$ cat src/rtl/dfu_pkg.sv
// Shared DFU definitions: DFU 1.1 bStatus codes and the alt-router FSM encoding.
package dfu_pkg;

    typedef enum logic [3:0] {
        DFU_OK               = 4'h0,
        DFU_ERR_TARGET       = 4'h1,
        DFU_ERR_FILE         = 4'h2,
        DFU_ERR_WRITE        = 4'h3,
        DFU_ERR_ERASE        = 4'h4,
        DFU_ERR_CHECK_ERASED = 4'h5,
        DFU_ERR_PROG         = 4'h6,
        DFU_ERR_VERIFY       = 4'h7,
        DFU_ERR_ADDRESS      = 4'h8,
        DFU_ERR_NOTDONE      = 4'h9,
        DFU_ERR_FIRMWARE     = 4'hA,
        DFU_ERR_VENDOR       = 4'hB,
        DFU_ERR_USBR         = 4'hC,
        DFU_ERR_POR          = 4'hD,
        DFU_ERR_UNKNOWN      = 4'hE,
        DFU_ERR_STALLEDPKT   = 4'hF
    } dfu_status_t;

    typedef enum logic [2:0] {
        IDLE    = 3'd0,
        RAM_S   = 3'd1,
        FLASH_S = 3'd2,
        DRAIN   = 3'd3,
        ERR     = 3'd4
    } router_state_t;

    localparam int unsigned WAIT_W = 8;

endpackage

$ cat src/rtl/wait_gate.sv
// Wait-state counter for the RAM target: after every accepted byte the
// handshakes in both directions are masked for WAIT_CYCLES clocks.
module wait_gate
    import dfu_pkg::*;
#(
    parameter int unsigned WAIT_CYCLES = 10
) (
    input  logic clk_i,
    input  logic rstn_i,
    input  logic active,
    input  logic host_out_valid,
    input  logic tgt_out_ready,
    input  logic tgt_in_valid,
    input  logic host_in_ready,
    output logic tgt_out_valid,
    output logic host_out_ready,
    output logic host_in_valid,
    output logic tgt_in_ready
);

    logic [WAIT_W-1:0] cnt_q;
    logic              gate_open;
    logic              accept;

    assign gate_open      = active && (cnt_q == '0);
    assign tgt_out_valid  = gate_open && host_out_valid;
    assign host_out_ready = gate_open && tgt_out_ready;
    assign host_in_valid  = gate_open && tgt_in_valid;
    assign tgt_in_ready   = gate_open && host_in_ready;
    assign accept         = (tgt_out_valid && host_out_ready) || (host_in_valid && tgt_in_ready);

    // A stale count is dropped between sessions so a new session starts unthrottled.
    always_ff @(posedge clk_i or negedge rstn_i) begin
        if (!rstn_i) begin
            cnt_q <= '0;
        end else if (!active) begin
            cnt_q <= '0;
        end else if (accept) begin
            cnt_q <= WAIT_W'(WAIT_CYCLES);
        end else if (cnt_q != '0) begin
            cnt_q <= cnt_q - WAIT_W'(1);
        end
    end

endmodule

$ cat src/rtl/dfu_alt_router.sv
// DFU alt-setting router: steers host download/upload byte streams to a RAM or flash target.
// Define DFU_ALT_ROUTER_ALT_CHECK_EN to trap out-of-range alts in an error state (errTARGET).
module dfu_alt_router
    import dfu_pkg::*;
#(
    parameter int unsigned              N_ALT       = 4,
    parameter int unsigned              RAM_AW      = 10,
    parameter int unsigned              WAIT_CYCLES = 10,
    parameter logic [N_ALT-1:0]         ALT_FLASH   = 4'b1000,
    parameter logic [N_ALT*RAM_AW-1:0]  ALT_RAM_END = {10'd64, 10'd64, 10'd63, 10'd14}
) (
    input  logic              clk_i,
    input  logic              rstn_i,
    input  logic [2:0]        dfu_alt_i,
    input  logic              dfu_out_en_i,
    input  logic              dfu_in_en_i,
    input  logic [7:0]        dfu_out_data_i,
    input  logic              dfu_out_valid_i,
    output logic              dfu_out_ready_o,
    output logic [7:0]        dfu_in_data_o,
    output logic              dfu_in_valid_o,
    input  logic              dfu_in_ready_i,
    input  logic              dfu_clear_status_i,
    output logic [3:0]        dfu_status_o,
    output logic              dfu_busy_o,
    output logic              ram_en_o,
    output logic [RAM_AW-1:0] ram_end_addr_o,
    output logic              ram_out_valid_o,
    input  logic              ram_out_ready_i,
    input  logic              ram_in_valid_i,
    output logic              ram_in_ready_o,
    input  logic [7:0]        ram_in_data_i,
    output logic              ram_clear_status_o,
    input  logic [3:0]        ram_status_i,
    output logic              flash_out_en_o,
    output logic              flash_in_en_o,
    output logic              flash_out_valid_o,
    input  logic              flash_out_ready_i,
    input  logic              flash_in_valid_i,
    output logic              flash_in_ready_o,
    input  logic [7:0]        flash_in_data_i,
    output logic              flash_clear_status_o,
    input  logic [3:0]        flash_status_i,
    input  logic              flash_busy_i,
    input  logic              flash_pending_i,
    output logic              rstn_o
);

    // Alt maps widened to the full 3-bit alt space; unused alts read as RAM with end address 0.
    localparam logic [7:0] FLASH_MAP = 8'(ALT_FLASH);

    logic [RAM_AW-1:0] end_tab [8];

    for (genvar i = 0; i < 8; i++) begin : g_end_tab
        if (i < N_ALT) begin : g_used
            assign end_tab[i] = ALT_RAM_END[i*RAM_AW +: RAM_AW];
        end else begin : g_unused
            assign end_tab[i] = '0;
        end
    end

    logic [1:0] sync_q;

    // NOTE: sequential state is always written with <= so every flop samples pre-edge values.
    always_ff @(posedge clk_i or negedge rstn_i) begin
        if (!rstn_i) begin
            sync_q <= 2'b00;
        end else begin
            sync_q <= {sync_q[0], 1'b1};
        end
    end

    assign rstn_o = sync_q[1];

    router_state_t state_q;
    logic [2:0]    alt_q;
    logic          sess_en;
    logic          sel_flash;
    logic          err_q;

    assign sess_en   = dfu_out_en_i | dfu_in_en_i;
    assign sel_flash = FLASH_MAP[alt_q];

`ifdef DFU_ALT_ROUTER_ALT_CHECK_EN
    localparam logic [7:0] ALT_VALID = 8'((1 << N_ALT) - 1);

    logic err_set;

    assign err_set = (state_q == IDLE) && sess_en && !ALT_VALID[dfu_alt_i];

    // Setting has priority so an error raised in the same cycle as a clear is not lost.
    always_ff @(posedge clk_i or negedge rstn_o) begin
        if (!rstn_o) begin
            err_q <= 1'b0;
        end else if (err_set) begin
            err_q <= 1'b1;
        end else if (dfu_clear_status_i) begin
            err_q <= 1'b0;
        end
    end
`else
    assign err_q = 1'b0;
`endif

    // IDLE starts on enable level, so a session requested during DRAIN begins once draining ends.
    always_ff @(posedge clk_i or negedge rstn_o) begin
        if (!rstn_o) begin
            state_q <= IDLE;
            alt_q   <= '0;
        end else begin
            case (state_q)
                IDLE: begin
                    if (sess_en) begin
                        alt_q <= dfu_alt_i;
`ifdef DFU_ALT_ROUTER_ALT_CHECK_EN
                        if (!ALT_VALID[dfu_alt_i]) begin
                            state_q <= ERR;
                        end else
`endif
                        if (FLASH_MAP[dfu_alt_i]) begin
                            state_q <= FLASH_S;
                        end else begin
                            state_q <= RAM_S;
                        end
                    end
                end
                RAM_S: begin
                    if (!sess_en) state_q <= IDLE;
                end
                FLASH_S: begin
                    if (!sess_en) state_q <= flash_pending_i ? DRAIN : IDLE;
                end
                DRAIN: begin
                    if (!flash_pending_i) state_q <= IDLE;
                end
`ifdef DFU_ALT_ROUTER_ALT_CHECK_EN
                ERR: begin
                    if (!sess_en) state_q <= IDLE;
                end
`endif
                default: state_q <= IDLE;
            endcase
        end
    end

    logic ram_host_out_ready;
    logic ram_host_in_valid;

    wait_gate #(
        .WAIT_CYCLES (WAIT_CYCLES)
    ) u_wait_gate (
        .clk_i          (clk_i),
        .rstn_i         (rstn_o),
        .active         (state_q == RAM_S),
        .host_out_valid (dfu_out_valid_i),
        .tgt_out_ready  (ram_out_ready_i),
        .tgt_in_valid   (ram_in_valid_i),
        .host_in_ready  (dfu_in_ready_i),
        .tgt_out_valid  (ram_out_valid_o),
        .host_out_ready (ram_host_out_ready),
        .host_in_valid  (ram_host_in_valid),
        .tgt_in_ready   (ram_in_ready_o)
    );

    // NOTE: every output gets a default before the case so no latch is inferred.
    always_comb begin
        ram_en_o          = 1'b0;
        ram_end_addr_o    = '0;
        flash_out_en_o    = 1'b0;
        flash_in_en_o     = 1'b0;
        flash_out_valid_o = 1'b0;
        flash_in_ready_o  = 1'b0;
        dfu_out_ready_o   = 1'b0;
        dfu_in_valid_o    = 1'b0;
        dfu_busy_o        = 1'b0;
        case (state_q)
            RAM_S: begin
                ram_en_o        = 1'b1;
                ram_end_addr_o  = end_tab[alt_q];
                dfu_out_ready_o = ram_host_out_ready;
                dfu_in_valid_o  = ram_host_in_valid;
            end
            FLASH_S: begin
                flash_out_en_o    = dfu_out_en_i;
                flash_in_en_o     = dfu_in_en_i;
                flash_out_valid_o = dfu_out_valid_i;
                flash_in_ready_o  = dfu_in_ready_i;
                dfu_out_ready_o   = flash_out_ready_i;
                dfu_in_valid_o    = flash_in_valid_i;
                dfu_busy_o        = flash_busy_i;
            end
            DRAIN: begin
                flash_out_en_o = 1'b1;
                dfu_busy_o     = 1'b1;
            end
            default: ;
        endcase
    end

    assign dfu_in_data_o        = sel_flash ? flash_in_data_i : ram_in_data_i;
    assign dfu_status_o         = err_q ? 4'(DFU_ERR_TARGET) : (sel_flash ? flash_status_i : ram_status_i);
    assign ram_clear_status_o   = dfu_clear_status_i & ~sel_flash;
    assign flash_clear_status_o = dfu_clear_status_i & sel_flash;

endmodule

$ cat config.mk
export PLATFORM = sky130hd
export DESIGN_NAME = dfu_alt_router
export DESIGN_NICKNAME = d
export VERILOG_FILES = /design/src/rtl/dfu_pkg.sv /design/src/rtl/wait_gate.sv /design/src/rtl/dfu_alt_router.sv
export SDC_FILE = /design/constraint.sdc
export NUM_CORES = 1
export LEC_CHECK = 0
export CORE_MARGIN = 2
export CORE_UTILIZATION = 38
export CTS_CLUSTER_DIAMETER = 40
export CTS_CLUSTER_SIZE = 24
export DETAILED_ROUTE_END_ITERATION = 12
export GPL_ROUTABILITY_DRIVEN = 0
export GPL_TIMING_DRIVEN = 0
export MAX_ROUTING_LAYER = met4
export PLACE_DENSITY = 0.95
export SLEW_MARGIN = 20
export SYNTH_ARGS = -nofsm -noshare
export SYNTH_HDL_FRONTEND = slang
export SYNTH_HIERARCHICAL = 1
export SYNTH_SLANG_ARGS = --single-unit
$ cat constraint.sdc
create_clock -name clk_i -period 3.7 [get_ports clk_i]
set_input_delay 0.37 -clock clk_i [delete_from_list [all_inputs] [get_ports clk_i]]
set_output_delay 0.37 -clock clk_i [all_outputs]
set_load 0.02 [all_outputs]
Word level (Yosys, flattened, before mapping)
Memory sizes are Yosys's and may differ from the RTL's.
Index checks and enable logic that the tools add are counted.
- memories kept: 3
- output and inout port bits: 35
- input bits: 48
- logic and storage cells: 62
- memory bits (read-only): 96
- flip-flop bits (word level): 16
- memories (name ; depth ; bits a word ; rd ports ; clocked after memory_dff ; wr ports ; line ; RTL):
    (no name shown) ; 8 ; 10 ; 1 ; 0 ; 0 ; dfu_alt_router.sv:179 ; ram_end_addr_o = end_tab[alt_q];
    (no name shown) ; 8 ; 1 ; 1 ; 0 ; 0 ; dfu_alt_router.sv:120 ; if (FLASH_MAP[dfu_alt_i]) begin
    (no name shown) ; 8 ; 1 ; 1 ; 0 ; 0 ; dfu_alt_router.sv:82 ; assign sel_flash = FLASH_MAP[alt_q];
- add/subtract/negate cells: 1
- reductions and logical operators: 13
- equality and inequality tests: 8
- $lt $le $gt $ge: 3
- multiplexer cells: 25
- bitwise gates (word level): 5
- operators by type and width (operator ; count):
    $mux W8 ; 4
    $mux W10 ; 3
    $mux W3 ; 4
    $pmux W3 S4 ; 1
    $logic_not A8 Y1 ; 1
    $lt A3 B4 Y1 const B ; 2
    $ne A2 B2 Y1 const B ; 4
    $pmux W1 S2 ; 4
    $reduce_bool A8 Y1 ; 1
    $sub A8 B1 Y8 const B ; 1
    $logic_and A1 B1 Y1 ; 7
    $eq A3 B2 Y1 const B ; 2
    $mux W1 ; 6
    $ge A4 B4 Y1 const B ; 1
    $mux W2 ; 2
    $mux W4 ; 1
    $not A3 Y4 ; 1
    $reduce_and A4 Y1 ; 1
    $eq A3 B1 Y1 const B ; 1
    $logic_not A3 Y1 ; 1
    $ne A3 B3 Y1 const B ; 1
    $and A1 B1 Y1 ; 2
    $reduce_and A2 Y1 ; 1
    $logic_or A1 B1 Y1 ; 1
    2 further kinds ; 2

Depth between registers and ports, before layout
Gate-level depths: netlist of the first run.
- depth in word-level cells: 7
- mapped depth: 7

Modules after synthesis
The synthesis of the first run kept the hierarchy.
- modules (own cells, without submodules) (module ; cells an instance ; instances ; sequential area each (sq um) ; area an instance (sq um)):
    dfu_alt_router ; 68 ; 1 ; 175.2 ; 720.7
    wait_gate ; 48 ; 1 ; 200.2 ; 485.5

Worst setup path before layout of the first run
OpenSTA, ideal clock, no wires.
- path type: register to output
- start point: register state_q[1]
- end point: output ram_end_addr_o[4]
- arrival: 2.192 ns
- required time: 3.330 ns
- cell stages (with the launch flop): 6
- buffers on the path: 1
- slack: 1.138 ns
- cell sequence: dfrtp_1 > inv_1 > ha_1 > nor3b_1 > and2_1 > buf_4
- cells in the longest elaborated chain, start to end: 2
- ends and longest elaborated chain (what ; line ; RTL):
    from (decl) ; dfu_alt_router.sv:75 ; router_state_t state_q;
    from (signal assigned) ; dfu_alt_router.sv:131 ; if (!sess_en) state_q <= flash_pending_i ? DRAIN : IDLE;
    $eq A3 B1 Y1 ; dfu_alt_router.sv:176 ; case (state_q)
    $mux W10 ; dfu_alt_router.sv:176 ;
    to (decl) ; dfu_alt_router.sv:27 ; output logic [RAM_AW-1:0] ram_end_addr_o,
No other way between the ends.

Final worst setup path of the first run
- start point: register state_q[1]
- end point: output dfu_in_valid_o
- cells in the longest elaborated chain, start to end: 4
- ends and longest elaborated chain (what ; line ; RTL):
    $eq A3 B1 Y1 ; dfu_alt_router.sv:154 ; .active (state_q == RAM_S),
    $logic_and A1 B1 Y1 ; wait_gate.sv:25 ; assign gate_open = active && (cnt_q == '0);
    $logic_and A1 B1 Y1 ; wait_gate.sv:28 ; assign host_in_valid = gate_open && tgt_in_valid;
    via ram_host_in_valid ; dfu_alt_router.sv:147 ; logic ram_host_in_valid;
    $pmux W1 S2 ; dfu_alt_router.sv:176 ;
    to (decl) ; dfu_alt_router.sv:21 ; output logic dfu_in_valid_o,
The timed path passes the listed nets, and every way through them passes these cells.

==> results.yml, run 1 <==
sta:
  max_freq_ghz: 0.317
  slew_headroom_pct: 64.3
  finalClockSkew_ns: 0.00159
  fin_crit_ns: 3.16
  slew_violations: 0
  setup_viol: 0
  tightest_slew_ns: 0.535
  rsz0062_at_grt: "false"
  tns_ns: 0
  timing.final.crit_share_pct: 85.4
  hold_viol_final: 0
  layout_setup_ws_ns: 0.542
final_layout:
  fin_area_sq_mm: 0.00201
  nFillCells: 257
  area_growth_pct: 66.3
  layout.nets: 249
  antenna_cells: 0
  drive_gt1_share_pct: 16.1
  final_cell_mix: "clkdlybuf4s50_1 (71), dfrtp_1 (15), and2_1 (10), mux2_4 (9)"
  final_common_cell: "clkdlybuf4s50_1"
logic_synthesis:
  synth_edf_count: 0
  synthAdderAreaFrac_pct: 7.26
  synth-seq-cells: 15
  mappedNetlistArea_sq_mm: 0.00121
  synth.mux.area_fraction_pct: 19.4
  synth_seq_area_share_pct: 31.1
  synth_compound_gate_area_share_pct: 13.0
  synth.yosys.warnings: 6
  synth_top_family_by_area: "simple AND/OR/NAND/NOR gates"
  async_flop_share_pct: 100
  synth_ff_type: "dfrtp_1"
  synth_xor_area_share_pct: 1.45
  synthDistinctLibCells: 38
  syn_inst: 116
  synth.avg_cell_area_sq_um: 10.4
  yosys.area_share.simple_pct: 19.7
grt:
  overflow: 0
  grt_max_degree: 15
  use_met2_pct: 33.1
  antenna_found_initial: 0
  grtUsageTotal_pct: 18.6
  grt_pass1_wl_um: 4920
  busiest_layer: "met2"
  grt_util_met1_pct: 20.4
  grt_pass1_vias: 1115
  use_met3_pct: 3.62
critical_path:
  cp.arrival_ns: 2.79
  slowest_delay_ns: 0.61
  worstPathBufferInverterCount: 2
  crit_slowest_cell: "clkdlybuf4s50_1"
  critical_path_class: "reg -> out"
  crit_family: "simple AND/OR/NAND/NOR gates"
  critPathMaxFanout: 13
  path_cells: "inv_1 -> ha_1 -> nand4bb_1 -> nor2_1 -> and2_1 -> a22oi_1 -> nor2b_1 -> clkdlybuf4s50_1"
  worstSetupStartpointType: "flop"
  required_ns: 3.33
  critPathCaptureType: "primary output"
route:
  drt-total-wl_um: 3160
  drc: 0
  ant_nets: 0
  wl_per_cell_um: 13.3
  vias: 1171
  vias_per_cell: 4.94
  dr.pass1.iters: 4
  drt-initial-drc-count: 22
die:
  die_y_um: 60.3
  dieArea_sq_mm: 0.00364
  rows: 20
  pin_count: 83
  core_sq_mm: 0.00303
  die_w_um: 60.3
  initial_core_util_pct: 39.8
cts:
  clk_latency_ns: 0.28
  clk_pin_slew_ns: 0.09
  h-tree-depth: 1
  post_cts_buffers: 0
  root_buffer: "clkbuf_4"
  cts_sinks: 15
  holdBufCountCts: 0
  clock_path_buffers: 2
  numCtsBuffers: 3
  cts_resized: 0
  cts_tree: "built"
power:
  power_mw: 1.23
  ir_worst_vdd_mv: 0.356
  power.density_mw_per_mm2: 615
  leakagePower_nw: 0.906
placement:
  place_hpwl_um: 2610
  dp_slack_ns: 0.858
  portBuffers: 71
  place_area_sq_mm: 0.00198
run_status:
  outcome: "complete, no violations"
hold_path:
  worst_hold_path_type: "reg -> async"
job:
  max_cap_viol_count: 0
## report_power, final
group	internal [mW]	switching, mW	total [mW]
Combinational	0.453	0.398	0.852
Sequential	0.220	0.0680	0.288
Clock	0.0419	0.0515	0.0933
Total	0.716	0.518	1.23
## flip-flops by register name, indices dropped and copies added, names as in the netlist
signal,count
sync_q,2
alt_q,3
u_wait_gate/cnt_q,8
state_q,2
## cell usage after synthesis (2+ instances only)
cell      number  area, sq um
nor2b_1        2         12.5
a21boi_0       2         15.0
dfrtp_1       15          375
ha_1           7         87.6
nor2_1         4         15.0
a21oi_1        2         10.0
conb_1         2         7.51
or4_1          3         22.5
nand3b_1       2         15.0
inv_1          7         26.3
a22oi_1        3         22.5
nor3_1         3         15.0
buf_4          7         52.6
o31ai_1        2         15.0
mux2_2         7         78.8
a21o_1         2         15.0
and2_1        10         62.6
mux2i_1        2         20.0
mux2_4         9          135
o21ai_0        7         35.0
## cell families (layout without fill, tap and decap cells)
kind of cell,count (synthesis),in the layout
AND/OR/NAND/NOR,34,34
AO/OA/AOI/OAI,23,23
multiplexers,18,18
flip-flops,15,15
buffers and inverters,15,90
adder cells (fa/ha/maj),7,7
other,2,4
XOR/XNOR,2,2
## worst paths after layout
path	startpoint	to	slack (ns)	cells after the start
max reg2reg	state_q[1]$_DFFE_PN0P_	u_wait_gate/cnt_q[0]$_DFFE_PN0P_	1.73	5
max in group asynchronous	sync_q[1]$_DFF_PN0_	alt_q[1]$_DFFE_PN0P_	3.12	0
min	sync_q[1]$_DFF_PN0_	u_wait_gate/cnt_q[5]$_DFFE_PN0P_	0.22	0
min in group clk_i	sync_q[0]$_DFF_PN0_	sync_q[1]$_DFF_PN0_	0.37	0
min reg2reg	sync_q[1]$_DFF_PN0_	u_wait_gate/cnt_q[5]$_DFFE_PN0P_	0.22	0
max	state_q[1]$_DFFE_PN0P_	dfu_in_valid_o	0.54	8
## stage by stage
step / utilization (%) / hold slack, ns / cells
floorplan: - / 0.0744 / 118
global placement: 65.4 / 0.235 / 233
detailed placement: 65.4 / 0.243 / 233
CTS: 66.2 / 0.236 / 237
global route: 66.2 / 0.234 / 237
finish: 66.2 / 0.222 / 237
## worst reg2reg max path, cell delays in order (launching register included)
cell       delay (ns)
dfrtp_1          0.44
inv_1            0.11
ha_1             0.42
nand4bb_1        0.26
o21ai_0          0.45
mux2i_1          0.16
## layer usage
layer / wire, um / up-vias
met1: 1170 / 544
met5: 0 / -
met2: 1700 / 63
met4: 19 / 0
met3: 269 / 2
li1: - / 562
## cell type report
cell class	instances	area [sq um]	share of cell area [%]
Buffer	8	63.8	3.18
Clock buffer	4	26.3	1.31
Inverter	7	26.3	1.31
Multi-Input combinational cell	88	748	37.3
Sequential cell	15	375	18.7
Tap cell	44	55.1	2.74
Timing Repair Buffer	71	711	35.4
(Power assumes the default switching activity.)
==> inputs of run 2 (changes only) <==
--- a/config.mk
+++ b/config.mk
@@ -5,7 +5,7 @@
 export SDC_FILE = /design/constraint.sdc
 export NUM_CORES = 1
 export LEC_CHECK = 0
-export CORE_MARGIN = 2
+export CORE_MARGIN = 3
 export CORE_UTILIZATION = 38
 export CTS_CLUSTER_DIAMETER = 40
 export CTS_CLUSTER_SIZE = 24
==> run 2 against run 1 <==
  * Total power up 0.50%
  * Maximum frequency shrank 1.1%
  * Sequential power about the same
  * Critical path depth unchanged
  * Design area hardly changed
  * Via count up 2.0%
  * Clock skew rose by 0.0073 ns
  * Clock power grew 1%
  * Largest power group unchanged
==> results.yml, run 2 (same netlist as run 1, synthesis figures left out) <==
run_status:
  outcome: "complete, no violations"
route:
  wl_per_cell_um: 15.5
  drt-initial-drc-count: 34
  dr.pass1.iters: 4
  vias: 1194
  drt-total-wl_um: 3650
  drc: 0
  ant_nets: 0
  vias_per_cell: 5.08
final_layout:
  final_common_cell: "clkdlybuf4s50_1"
  drive_gt1_share_pct: 16.6
  top_regs: "u_wait_gate/cnt_q x8, alt_q x3"
  postLayoutCoreUtil_pct: 69.1
  area_growth_pct: 66.2
  largest_reg_flops: 8
  regMostFlops: "u_wait_gate/cnt_q"
  final_cell_mix: "clkdlybuf4s50_1 (71), dfrtp_1 (15), and2_1 (10), mux2_4 (9)"
  antenna_cells: 0
  layout.nets: 249
sta:
  hold_viol_final: 0
  tns_ns: 0
  fin_crit_ns: 3.19
  rsz0062_at_grt: "false"
  slew_headroom_pct: 63.8
  tightest_slew_ns: 0.544
  timing.final.crit_share_pct: 86.3
  slew_violations: 0
  setup_viol: 0
  finalClockSkew_ns: 0.00884
  max_freq_ghz: 0.313
grt:
  grt_max_degree: 15
  antenna_found_initial: 0
  overflow: 0
  grt_pass1_wl_um: 5980
  grt_pass1_vias: 1236
  grtUsageTotal_pct: 19.3
critical_path:
  cp.arrival_ns: 2.82
  r2r_slack_ns: 1.68
  rr_worst_depth: 5
  critical_path_class: "reg -> out"
  critPathCaptureType: "primary output"
  worstSetupStartpointType: "flop"
  required_ns: 3.33
  critPathMaxFanout: 13
  r2r-end: "u_wait_gate/cnt_q[1]$_DFFE_PN0P_"
  timing.rr.start: "state_q[1]$_DFFE_PN0P_"
cts:
  clk_pin_slew_ns: 0.09
  holdBufCountCts: 0
  root_buffer: "clkbuf_4"
  cts_sinks: 15
  h-tree-depth: 1
  clk_latency_ns: 0.29
  numCtsBuffers: 3
  clock_path_buffers: 2
  cts_tree: "built"
  cts_resized: 0
  post_cts_buffers: 0
power:
  leakagePower_nw: 0.909
  power_mw: 1.24
  power.density_mw_per_mm2: 618
  ir_worst_vdd_mv: 0.362
die:
  pin_count: 83
  die_w_um: 62.3
  die_y_um: 62.3
  core_sq_mm: 0.00290
  dieArea_sq_mm: 0.00389
  rows: 19
  initial_core_util_pct: 41.6
job:
  max_cap_viol_count: 0
hold_path:
  worst_hold_path_type: "reg -> async"
placement:
  portBuffers: 71
  place_hpwl_um: 3060
==> run 2: area by class of cell <==
class	count	area (sq um)
fillers	225	896
repair buffers	71	711
clock buffers	3	22.5
clock inverters	1	5.00
plain buffers	8	63.8
flip-flops and latches	15	375
multi-input cells	88	748
well taps	42	52.6
inverters	7	26.3
==> run 2: through the flow <==
step	instance area (sq um)	worst slack [ns]	hold slack, ns	instances
4_1_cts	2000	0.506	0.233	235
5_1_grt	2000	0.315	0.229	235
3_3_place_gp	1980	0.946	0.232	231
2_1_floorplan	1210	1.14	0.0744	118
3_5_place_dp	1980	0.867	0.238	231
6_report	2000	0.506	0.216	235
==> run 2: where the power goes <==
| part | switching [mW] | leakage (nW) | total, mW | internal, mW |
|---|---|---|---|---|
| Clock | 0.0544 | 0.0177 | 0.0946 | 0.0402 |
| Combinational | 0.401 | 0.701 | 0.855 | 0.454 |
| Sequential | 0.0696 | 0.190 | 0.290 | 0.220 |
| Total | 0.525 | 0.909 | 1.24 | 0.715 |
==> run 2: layer usage <==
layer  vias to the layer above  GRT usage (%)  wire, um
met1                       546           20.7      1410
met2                        85           36.7      1890
met3                         4           2.70       309
met5                         -              -         0
li1                        559              -         -
met4                         0           5.51        38
==> run 2: worst max path at each step <==
stage / endpoint / startpoint / cells after the start / slack [ns]
after floorplan: ram_end_addr_o[4] / state_q[1]$_DFFE_PN0P_ / 5 / 1.14
after global placement: dfu_in_valid_o / state_q[1]$_DFFE_PN0P_ / 8 / 0.95
after detailed placement: dfu_in_valid_o / state_q[1]$_DFFE_PN0P_ / 8 / 0.87
after CTS: dfu_in_valid_o / state_q[1]$_DFFE_PN0P_ / 8 / 0.51
after global routing: dfu_out_ready_o / state_q[1]$_DFFE_PN0P_ / 8 / 0.32
final: dfu_in_valid_o / state_q[1]$_DFFE_PN0P_ / 8 / 0.51
==> run 2: critical path, stage by stage, from the launching register on <==
cell and delay, ns:
dfrtp_1 0.44, inv_1 0.11, ha_1 0.41, nand4bb_1 0.26, nor2_1 0.31, and2_1 0.18, a22oi_1 0.06, nor2b_1 0.14
clkdlybuf4s50_1 0.62
==> inputs of run 3 (changes only) <==
--- a/config.mk
+++ b/config.mk
@@ -14,6 +14,7 @@
 export GPL_TIMING_DRIVEN = 0
 export MAX_ROUTING_LAYER = met4
 export PLACE_DENSITY = 0.95
+export SETUP_SLACK_MARGIN = 0.4
 export SLEW_MARGIN = 20
 export SYNTH_ARGS = -nofsm -noshare
 export SYNTH_HDL_FRONTEND = slang
==> run 3 against run 2 <==
  * Total power increased by 0.13%
  * Flip-flop and latch count unchanged
  * Largest power group unchanged
  * Critical path depth unchanged
  * Clock-buffer cell count did not move
  * Global-route usage unchanged
  * Hold slack lost 0.0023 ns
==> results.yml, run 3 (same netlist as run 1, synthesis figures left out) <==
grt:
  grt_max_degree: 15
  overflow: 0
  grt_pass1_wl_um: 5980
  grtUsageTotal_pct: 19.3
  grt_pass1_vias: 1236
  antenna_found_initial: 0
route:
  vias: 1199
  ant_nets: 0
  dr.pass1.iters: 4
  drt-total-wl_um: 3630
  drc: 0
  vias_per_cell: 5.10
  wl_per_cell_um: 15.5
  drt-initial-drc-count: 41
sta:
  tightest_slew_ns: 0.543
  hold_viol_final: 0
  fin_crit_ns: 3.02
  slew_headroom_pct: 63.8
  timing.final.crit_share_pct: 81.7
  tns_ns: 0
  rsz0062_at_grt: "false"
  slew_violations: 0
  setup_viol: 0
  finalClockSkew_ns: 0.0102
  max_freq_ghz: 0.331
  layout_setup_ws_ns: 0.675
final_layout:
  largest_reg_flops: 8
  drive_gt1_share_pct: 17.1
  register_area_sq_um: 375
  multiInputGateArea_sq_um: 751
  final_cells: 235
  regMostFlops: "u_wait_gate/cnt_q"
  final_cell_mix: "clkdlybuf4s50_1 (71), dfrtp_1 (15), and2_1 (10), mux2_4 (9)"
  antenna_cells: 0
  postLayoutCoreUtil_pct: 69.2
  final_common_cell: "clkdlybuf4s50_1"
  top_regs: "u_wait_gate/cnt_q x8, alt_q x3"
  nFillCells: 225
  layout.nets: 249
  area_growth_pct: 66.4
die:
  pin_count: 83
  dieArea_sq_mm: 0.00389
  core_sq_mm: 0.00290
  rows: 19
  die_y_um: 62.3
  initial_core_util_pct: 41.6
  die_w_um: 62.3
placement:
  dp.cells: 231
  place_hpwl_um: 3060
  portBuffers: 71
  dp_slack_ns: 0.867
critical_path:
  timing.rr.start: "state_q[1]$_DFFE_PN0P_"
  critPathMaxFanout: 13
  required_ns: 3.33
  critPathCaptureType: "primary output"
  cp.arrival_ns: 2.65
  critical_path_class: "reg -> out"
  critPathLaunch: "state_q[1]$_DFFE_PN0P_"
  worstSetupStartpointType: "flop"
job:
  max_cap_viol_count: 0
cts:
  root_buffer: "clkbuf_4"
  cts_sinks: 15
  holdBufCountCts: 0
  cts_tree: "built"
  clock_path_buffers: 2
  clk_latency_ns: 0.29
  post_cts_buffers: 0
  clk_pin_slew_ns: 0.09
  h-tree-depth: 1
  numCtsBuffers: 3
power:
  leakagePower_nw: 0.908
  power.density_mw_per_mm2: 619
  ir_worst_vdd_mv: 0.362
  power_mw: 1.24
hold_path:
  worst_hold_path_type: "reg -> async"
run_status:
  outcome: "complete, no violations"
==> run 3: cell counts in the layout (fill, tap and decap cells not counted) <==
No cell type changed its count.
==> run 3: stage by stage <==
| stage | instance area, sq um | hold slack (ns) |
|---|---|---|
| 2_1_floorplan | 1210 | 0.0744 |
| 3_3_place_gp | 1980 | 0.232 |
| 3_5_place_dp | 1980 | 0.238 |
| 4_1_cts | 2000 | 0.233 |
| 5_1_grt | 2010 | 0.229 |
| 6_report | 2010 | 0.214 |
==> run 3: final timing paths <==
path                       cells after the start  slack [ns]                               end
max                                            8        0.68                    dfu_in_valid_o
min                                            0        0.21  u_wait_gate/cnt_q[5]$_DFFE_PN0P_
max reg2reg                                    5        1.78  u_wait_gate/cnt_q[1]$_DFFE_PN0P_
min reg2reg                                    0        0.21  u_wait_gate/cnt_q[5]$_DFFE_PN0P_
max in group asynchronous                      0        3.12  u_wait_gate/cnt_q[2]$_DFFE_PN0P_
min in group clk_i                             0        0.36               sync_q[1]$_DFF_PN0_
==> run 3: critical path, stage by stage (launching register included) <==
cell and delay (ns):
dfrtp_1 0.44, inv_1 0.10, ha_2 0.32, nand4bb_1 0.23
nor2_1 0.28, and2_1 0.18, a22oi_1 0.06, nor2b_1 0.13
clkdlybuf4s50_1 0.62
==> run 3: layout make-up <==
type / count / area share (%)
clock buffer: 3 / 1.12
tap: 42 / 2.62
sequential: 15 / 18.7
multi-input combinational: 88 / 37.4
timing repair buffer: 71 / 35.4
buffer: 8 / 3.18
clock inverter: 1 / 0.249
inverter: 7 / 1.31
==> run 3: per-layer routing <==
metal | up-vias | global-route usage (%) | part of all wire [%]
met3 | 4 | 2.70 | 8.7
met2 | 86 | 36.7 | 52
met1 | 548 | 20.7 | 38
met4 | 0 | 5.51 | 1.1
met5 | - | - | 0
li1 | 561 | - | -
==> run 3: where the power goes <==
group	switching (mW)	internal, mW	leakage (nW)	total (mW)
clock network	0.0536	0.0402	0.0177	0.0938
registers	0.0686	0.220	0.190	0.289
logic	0.402	0.457	0.700	0.859
==> run 3: repair_timing <==
item / CTS / global route
setup endpoints to repair: 0 / 4
hold endpoints to repair: 0 / 0
gates resized for setup: 0 / 1
